<file path="src/rtl/insn_sequencer.sv">
// insn_sequencer: multicycle RV32I control FSM with memory req/ready handshake.
// Define ILLEGAL_TRAP_EN to trap on unknown opcodes instead of treating them as NOPs.
module insn_sequencer #(
  parameter int RESET_WAIT = 2,
  parameter int TIMEOUT    = 15
) (
  input  logic        clk,
  input  logic        reset,
  input  logic        run,
  input  logic [31:0] insn,
  input  logic        mem_ready,
  output logic        mem_req,
  output logic        mem_we,
  output logic        ir_load,
  output logic        pc_we,
  output logic        rd_we,
  output logic [5:0]  insn_class,
  output logic [2:0]  state,
  output logic        illegal,
  output logic        bus_err
);

  localparam logic [2:0] S_WAIT   = 3'd0;
  localparam logic [2:0] S_FETCH  = 3'd1;
  localparam logic [2:0] S_DECODE = 3'd2;
  localparam logic [2:0] S_EXEC   = 3'd3;
  localparam logic [2:0] S_MEM    = 3'd4;
  localparam logic [2:0] S_WB     = 3'd5;
  localparam logic [2:0] S_TRAP   = 3'd7;

  localparam logic [6:0] OP_R      = 7'b0110011;
  localparam logic [6:0] OP_IMM    = 7'b0010011;
  localparam logic [6:0] OP_LOAD   = 7'b0000011;
  localparam logic [6:0] OP_JALR   = 7'b1100111;
  localparam logic [6:0] OP_STORE  = 7'b0100011;
  localparam logic [6:0] OP_BRANCH = 7'b1100011;
  localparam logic [6:0] OP_LUI    = 7'b0110111;
  localparam logic [6:0] OP_AUIPC  = 7'b0010111;
  localparam logic [6:0] OP_JAL    = 7'b1101111;
  localparam logic [6:0] OP_FENCE  = 7'b0001111;
  localparam logic [6:0] OP_SYS    = 7'b1110011;

  localparam logic [3:0] WAIT_INIT = 4'(RESET_WAIT);
  localparam logic [4:0] TO_LIM    = 5'(TIMEOUT);

  logic [3:0] wait_cnt;
  logic [4:0] to_cnt;
  logic       is_load;
  logic       is_store;
  logic       to_wb;
  logic [5:0] dec_class;
  logic       dec_load;
  logic       dec_store;
  logic       dec_wb;
  logic       dec_ill;
  logic       stall;
  logic       to_hit;
  logic       insn_unused;

  // Only the opcode field steers sequencing; the rest belongs to the datapath.
  assign insn_unused = ^insn[31:7];

  always_comb begin
    dec_class = 6'b000000;
    dec_load  = 1'b0;
    dec_store = 1'b0;
    dec_wb    = 1'b0;
    dec_ill   = 1'b0;
    unique case (insn[6:0])
      OP_R: begin
        dec_class = 6'b000001;
        dec_wb    = 1'b1;
      end
      OP_IMM, OP_JALR: begin
        dec_class = 6'b000010;
        dec_wb    = 1'b1;
      end
      OP_LOAD: begin
        dec_class = 6'b000010;
        dec_load  = 1'b1;
      end
      OP_STORE: begin
        dec_class = 6'b000100;
        dec_store = 1'b1;
      end
      OP_BRANCH: dec_class = 6'b001000;
      OP_LUI, OP_AUIPC: begin
        dec_class = 6'b010000;
        dec_wb    = 1'b1;
      end
      OP_JAL: begin
        dec_class = 6'b100000;
        dec_wb    = 1'b1;
      end
      OP_FENCE, OP_SYS: dec_class = 6'b000000;
      default: dec_ill = 1'b1;
    endcase
  end

  always_comb begin
    mem_req = ((state == S_FETCH) && run) || (state == S_MEM);
    stall   = mem_req && !mem_ready;
    to_hit  = (TIMEOUT != 0) && stall && (to_cnt == TO_LIM - 5'd1);
    mem_we  = (state == S_MEM) && is_store;
    ir_load = (state == S_FETCH) && run && mem_ready;
    rd_we   = (state == S_WB);
    pc_we   = rd_we
            || ((state == S_EXEC) && !is_load && !is_store && !to_wb)
            || ((state == S_MEM) && is_store && mem_ready);
  end

  always_ff @(posedge clk or posedge reset) begin
    if (reset) begin
      state      <= S_WAIT;
      wait_cnt   <= WAIT_INIT;
      to_cnt     <= '0;
      insn_class <= '0;
      is_load    <= 1'b0;
      is_store   <= 1'b0;
      to_wb      <= 1'b0;
      illegal    <= 1'b0;
      bus_err    <= 1'b0;
    end else begin
      // Counter is zero whenever no request is stalled, so it restarts per phase.
      to_cnt <= stall ? to_cnt + 5'd1 : '0;
      if (to_hit) begin
        bus_err <= 1'b1;
        state   <= S_TRAP;
      end else begin
        case (state)
          S_WAIT: begin
            if (wait_cnt == 4'd0) state <= S_FETCH;
            else wait_cnt <= wait_cnt - 4'd1;
          end
          S_FETCH: if (ir_load) state <= S_DECODE;
          S_DECODE: begin
            insn_class <= dec_class;
            is_load    <= dec_load;
            is_store   <= dec_store;
            to_wb      <= dec_wb;
            illegal    <= illegal | dec_ill;
`ifdef ILLEGAL_TRAP_EN
            state      <= dec_ill ? S_TRAP : S_EXEC;
`else
            state      <= S_EXEC;
`endif
          end
          S_EXEC: begin
            if (is_load || is_store) state <= S_MEM;
            else if (to_wb) state <= S_WB;
            else state <= S_FETCH;
          end
          S_MEM: if (mem_ready) state <= is_load ? S_WB : S_FETCH;
          S_WB: state <= S_FETCH;
          default: state <= state;
        endcase
      end
    end
  end

endmodule

</file>
<file path="config.mk">
export PLATFORM = sky130hd
export DESIGN_NAME = insn_sequencer
export DESIGN_NICKNAME = d
export VERILOG_FILES = /design/src/rtl/insn_sequencer.sv
export SDC_FILE = /design/constraint.sdc
export NUM_CORES = 1
export LEC_CHECK = 0
export ABC_AREA = 1
export ABC_CLOCK_PERIOD_IN_PS = 2200
export CORE_MARGIN = 3
export CORE_UTILIZATION = 47
export CTS_CLUSTER_DIAMETER = 80
export DETAILED_ROUTE_END_ITERATION = 16
export PLACE_DENSITY = 0.87
export SLEW_MARGIN = 20
export SYNTH_ARGS = -nofsm -noshare
export SYNTH_HDL_FRONTEND = slang
export SYNTH_SLANG_ARGS = --single-unit
</file>
<file path="constraint.sdc">
create_clock -name clk -period 2.2 [get_ports clk]
set_clock_uncertainty 0.2 [all_clocks]
set_input_delay 0.22 -clock clk [delete_from_list [all_inputs] [get_ports clk]]
set_output_delay 0.22 -clock clk [all_outputs]
set_load 0.03 [all_outputs]
</file>
==> flow_summary_export.csv, run 1 <==
group,metric,value,unit
status,outcome,"complete, no violations",
critical_path,cp.required,1.78,ns
layout,area.sequential,577,sq um
clocking,clockBufferDepth,2,
global_routing,grt_pass1_vias,1101,
flow_run,maxCapViolCount,0,
power,leakage,0.907,nW
timing,worstMarginPinSlew,0.314,ns
route,drt-pass1-iter-count,4,
critical_path,critical_path_class,"reg -> out",
layout,layout.nets,263,
route,wirelength,2.53,mm
floorplan,die_w,59.5,microns
global_routing,grt_antenna_before_repair,0,
critical_path,timing.rr.start,"wait_cnt[1]",
route,viasPerCell,4.77,
critical_path,reg2reg_depth,8,
placed_design,port_buffers,26,
critical_path,r2r_slack,0.60,ns
layout,antenna_cells,0,
critical_path,reg2reg_to,"state[2]",
layout,multi_input_area,662,sq um
synthesis,synthCells,188,
global_routing,grt_max_degree,24,
route,drc,0,
synthesis,synthTopCellsByArea,"dfrtp_1, nand2_1, nor2_1, inv_1, nand3_1",
critical_path,crit_path_cell_trace,"inv_1 -> nand2_1 -> nor2_1 -> dlygate4sd2_1",
global_routing,gr-total-overflow,0,
timing,setup_viol_count_final,0,
timing,fmax,0.491,GHz
placed_design,hpwlAfterDp,2.02,mm
global_routing,grt_pass1_wl,4.52,mm
layout,final_cell_area,1700,sq um
floorplan,num_io_pins,52,
floorplan,dieArea,3550,sq um
clocking,cts_tree,"yes",
layout,finalNonFillerCells,253,
worst_hold_path,min_path_type,"in -> async",
clocking,root_buffer,"clkbuf_4",
synthesis,synth_area,1350,sq um
synthesis,synth_nets,227,
clocking,clock_sink_count,23,
power,peakVddDrop,446,uV
synthesis,ys_types,22,
critical_path,critPathMaxStageDelay,0.48,ns
synthesis,yosysMostFrequentCell,"nand2_1",
synthesis,yosys_warnings,0,
critical_path,cpLargestDelayFamily,"buffers and inverters",
synthesis,synth_top_area_cell,"dfrtp_1",
synthesis,synthArstFlopShare,100,%
synthesis,yosysSeqAreaShare,42.8,%
floorplan,dieHeight,59.5,microns
clocking,htree_num_levels,1,
layout,syn2layout_area_growth,26.3,%
timing,grt_setup_unrepaired,"false",
layout,fill_cells,230,
critical_path,critPathMaxFanout,7,
critical_path,cp-end-kind,"output pin",
synthesis,ys.flop_type,"dfrtp_1",
placed_design,dp.cells,249,
synthesis,synth_commonest_cells,"nand2_1, nor2_1, inv_1",
clocking,cts_setup_buffers,0,
critical_path,arrival,1.62,ns
floorplan,num_rows,18,
timing,hold_viol,0,
clocking,cts_resized,4,
clocking,clock_latency,0.30,ns
placed_design,place_area,1680,sq um
layout,final_util,65.7,%
clocking,cts_made_buffers,3,
layout,drive_gt1_share,10.8,%
synthesis,netlist.area_leader.share,40.9,%
placed_design,gp_congestion,0.823,
power,p_per_area,390,nW/um^2
timing,tns,0,ns
critical_path,crit_slowest_cell,"dfrtp_1",
route,antenna_left,0,
timing,min_period_over_period,92.5,%
timing,slew_headroom,79.0,%
clocking,holdBufCountCts,0,
global_routing,track_usage,16.4,%
floorplan,start_util,52.0,%
clocking,clkTransAtPathRegs,0.12,ns
synthesis,ys_seq_elements,23,
synthesis,synth_edf_count,0,
critical_path,crit_buf_inv,2,
timing,fin_crit,2.04,ns
route,wl_per_cell,10.0,microns
route,via_count,1208,
route,drtIter0Drc,45,
floorplan,coreArea,2590,sq um
critical_path,cp-start-kind,"flip-flop",
timing,slew_viol_final,0,
synthesis,postSynthAreaPerCell,7.17,sq um
==> stage by stage <==
stage,power [mW],setup WS (ns),hold slack (ns)
2_1_floorplan,0.455,0.0473,0.0212
3_3_place_gp,0.485,0.196,0.244
3_5_place_dp,0.486,0.208,0.249
4_1_cts,0.673,0.137,0.0453
5_1_grt,0.700,0.0318,0.0640
6_report,0.664,0.165,0.0379
==> worst max path at each step <==
stage          cells after the start       to  slack [ns]  startpoint
2_1_floorplan                      5    pc_we        0.05    state[1]
3_3_place_gp                       4   mem_we        0.20    state[1]
3_5_place_dp                       4  ir_load        0.21         run
4_1_cts                            4   mem_we        0.14    state[1]
5_1_grt                            4   mem_we        0.03    state[1]
6_report                           4    rd_we        0.16    state[1]
==> worst reg2reg max path, cell delays in order, from the launching register on <==
cell	delay [ns]
dfstp_2	0.55
inv_1	0.05
ha_1	0.20
nand2_1	0.09
nand3_2	0.14
nand3_2	0.13
nand2_1	0.05
nand2_1	0.05
nand2_1	0.04
==> report_power, final <==
| part | switching (mW) | internal (mW) | total [mW] |
|---|---|---|---|
| clock network | 0.115 | 0.0706 | 0.186 |
| registers | 0.0000833 | 0.423 | 0.423 |
| logic | 0.0298 | 0.0253 | 0.0551 |
==> cells by family (layout without fill, tap and decap cells) <==
kind of cell / Yosys count / in the layout / synth area share, %
buffers and inverters: 28 / 63 / 8.08
XOR/XNOR: 6 / 6 / 3.90
adder cells (fa/ha/maj): 3 / 3 / 2.79
AND/OR/NAND/NOR: 118 / 118 / 38.3
AO/OA/AOI/OAI: 10 / 10 / 4.09
flip-flops: 23 / 23 / 42.8
==> cells in the final DEF (no fill, tap or decap) <==
master | synthesis | routed
o21ai_0 | 6 | 6
a21oi_1 | 2 | 2
dlygate4sd2_1 | 0 | 4
nor2_4 | 1 | 1
nand2_1 | 57 | 57
xnor2_1 | 1 | 1
nand2_2 | 3 | 3
dfrtp_1 | 22 | 22
nor2_1 | 32 | 32
dfstp_2 | 1 | 1
o21ai_2 | 1 | 1
buf_4 | 1 | 7
clkdlybuf4s50_1 | 0 | 21
nand2_4 | 1 | 1
nand3_1 | 18 | 18
nand4_2 | 1 | 1
inv_1 | 26 | 26
xor2_1 | 5 | 5
a31oi_1 | 1 | 1
clkbuf_1 | 0 | 1
inv_2 | 1 | 1
nor2_2 | 2 | 2
or2_2 | 1 | 1
clkbuf_4 | 0 | 3
nand3_2 | 2 | 2
ha_1 | 3 | 3
==> sequential cells by signal (all words and copies together), names as in the netlist <==
name,count
to_cnt,5
state,3
wait_cnt,4
illegal,1
insn_class,6
to_wb,1
is_load,1
bus_err,1
is_store,1
==> layer usage <==
layer	routed length (microns)	share of wire, %	GRT usage (%)	vias up
met5	0	0	0	-
met3	119	4.7	4.79	4
met2	1190	47	25.1	24
li1	-	-	-	650
met4	26	1.0	4.11	0
met1	1200	47	22.9	530
==> layout make-up <==
class	instances	area share, %
inverters	27	5.96
well taps	30	2.21
clock buffers	4	1.54
flip-flops and latches	23	33.9
multi-input cells	137	38.9
repair buffers	32	17.5
Note: power is estimated with default switching activity, not from simulation.
==> run 2, diff against run 1 <==
--- a/config.mk
+++ b/config.mk
@@ -7,6 +7,7 @@
 export LEC_CHECK = 0
 export ABC_AREA = 1
 export ABC_CLOCK_PERIOD_IN_PS = 2200
+export CAP_MARGIN = 40
 export CORE_MARGIN = 3
 export CORE_UTILIZATION = 47
 export CTS_CLUSTER_DIAMETER = 80
==> results of run 2 <==
Final layout, timing and power as in run 1 (identical DEF).
==> run 3, diff against run 2 <==
--- a/config.mk
+++ b/config.mk
@@ -12,7 +12,7 @@
 export CORE_UTILIZATION = 47
 export CTS_CLUSTER_DIAMETER = 80
 export DETAILED_ROUTE_END_ITERATION = 16
-export PLACE_DENSITY = 0.87
+export PLACE_DENSITY = 0.85
 export SLEW_MARGIN = 20
 export SYNTH_ARGS = -nofsm -noshare
 export SYNTH_HDL_FRONTEND = slang
==> flow_summary_export.csv, run 3 (synthesis gave the netlist of run 1 again) <==
group,metric,value,unit
clocking,clockBufferDepth,2,
floorplan,start_util,52.0,%
layout,layout.nets,263,
critical_path,cp-end-kind,"output pin",
critical_path,critical_path_class,"reg -> out",
floorplan,die_w,59.5,microns
critical_path,critPathMaxStageDelay,0.49,ns
timing,grt_setup_unrepaired,"false",
layout,antenna_cells,0,
floorplan,coreArea,2590,sq um
critical_path,crit_buf_inv,1,
critical_path,cp.required,1.78,ns
route,drc,0,
route,via_count,1220,
placed_design,hpwlAfterDp,2.16,mm
floorplan,dieArea,3550,sq um
critical_path,cp-start-kind,"flip-flop",
timing,fmax,0.479,GHz
placed_design,dp.cells,249,
timing,slew_headroom,78.0,%
route,viasPerCell,4.82,
layout,largest_reg_flops,6,
critical_path,cpMostUsedCell,"nor2_1",
critical_path,crit_path_cell_trace,"nor2_1 -> nand2_1 -> nor2_1 -> clkdlybuf4s15_1",
critical_path,cpLargestDelayFamily,"flip-flops",
route,wl_per_cell,10.8,microns
timing,hold_viol,0,
critical_path,r2r_slack,0.59,ns
route,antenna_left,0,
critical_path,timing.rr.start,"state[0]",
clocking,htree_num_levels,1,
clocking,clock_sink_count,23,
critical_path,crit_slowest_cell,"dfrtp_1",
placed_design,preCtsSetupSlack,0.179,ns
clocking,clkTransAtPathRegs,0.12,ns
clocking,cts_tree,"yes",
floorplan,dieHeight,59.5,microns
placed_design,gp_congestion,0.830,
layout,finalNonFillerCells,253,
clocking,cts_made_buffers,3,
route,drtIter0Drc,32,
critical_path,critical_path.startpoint,"state[1]",
clocking,root_buffer,"clkbuf_4",
critical_path,critPathMaxFanout,7,
timing,fin_crit,2.09,ns
floorplan,num_io_pins,52,
global_routing,grt_max_degree,24,
layout,regMostFlops,"insn_class",
timing,setup_slack,0.112,ns
timing,setup_viol_count_final,0,
layout,drive_gt1_share,10.8,%
layout,reg_top3,"insn_class (6), to_cnt (5), wait_cnt (4)",
timing,min_period_over_period,94.9,%
global_routing,track_usage,17.0,%
critical_path,arrival,1.67,ns
placed_design,port_buffers,26,
status,outcome,"complete, no violations",
power,leakage,0.903,nW
global_routing,grt_pass1_wl,4.59,mm
worst_hold_path,min_path_type,"in -> async",
timing,tns,0,ns
layout,syn2layout_area_growth,26.4,%
global_routing,grt_antenna_before_repair,0,
route,drt-pass1-iter-count,4,
global_routing,gr-total-overflow,0,
layout,mostFrequentLayoutCells,"nand2_1, nor2_1, inv_1",
layout,final_common_cell,"nand2_1",
timing,worstMarginPinSlew,0.329,ns
floorplan,num_rows,18,
clocking,clock_latency,0.31,ns
power,p_per_area,392,nW/um^2
global_routing,grt_pass1_vias,1106,
route,wirelength,2.73,mm
flow_run,maxCapViolCount,0,
power,peakVddDrop,427,uV
timing,slew_viol_final,0,
==> run 3: cell count changes in the layout (fill, tap and decap cells not counted), sizes merged <==
cell,change
dlygate4sd2,-1
clkdlybuf4s15,+1
==> run 3: layout make-up <==
cell class / count / area, sq um
fill: 225 / 887
tap: 30 / 37.5
inverter: 27 / 101
sequential: 23 / 577
timing repair buffer: 32 / 299
multi-input combinational: 137 / 662
clock buffer: 4 / 26.3
==> run 3: per-layer routing <==
layer | global-route usage [%] | wire length (microns) | part of all wire, % | up-vias
li1 | - | - | - | 648
met1 | 22.2 | 1250 | 46 | 538
met2 | 27.8 | 1300 | 48 | 32
met3 | 4.58 | 155 | 5.7 | 2
met4 | 4.43 | 26 | 0.95 | 0
met5 | 0 | 0 | 0 | -
==> run 3: per-stage QoR <==
stage / total power, mW / cell area [sq um] / utilization (%) / hold WS, ns
floorplan: 0.455 / 1350 / - / 0.0212
global placement: 0.486 / 1680 / 64.9 / 0.245
detailed placement: 0.487 / 1680 / 64.9 / 0.252
CTS: 0.677 / 1700 / 65.7 / 0.0457
global route: 0.701 / 1700 / 65.7 / 0.0683
finish: 0.668 / 1700 / 65.7 / 0.0384
==> run 3: where the power goes <==
part | switching, mW | internal (mW)
Combinational | 0.0297 | 0.0253
Sequential | 0.0000868 | 0.423
Clock | 0.119 | 0.0708
==> run 3: worst paths after layout <==
path,endpoint,depth (start not counted)
setup / recovery,mem_we,4
max in group asynchronous,wait_cnt[1],3
min in group clk,illegal,2
setup reg to reg,is_store,5
hold reg to reg,illegal,2
hold / removal,wait_cnt[3],3
==> run 3: worst reg2reg max path, cell delays in order (launching register included) <==
cell	delay [ns]
dfrtp_1	0.47
inv_1	0.10
nand3_1	0.25
inv_1	0.28
nand3_1	0.14
o21ai_0	0.10
==> run 3: repair_timing <==
item,in CTS,in global routing
setup buffers,0,0
gates resized for setup,4,1
setup endpoints to repair,4,1
hold buffers,0,0
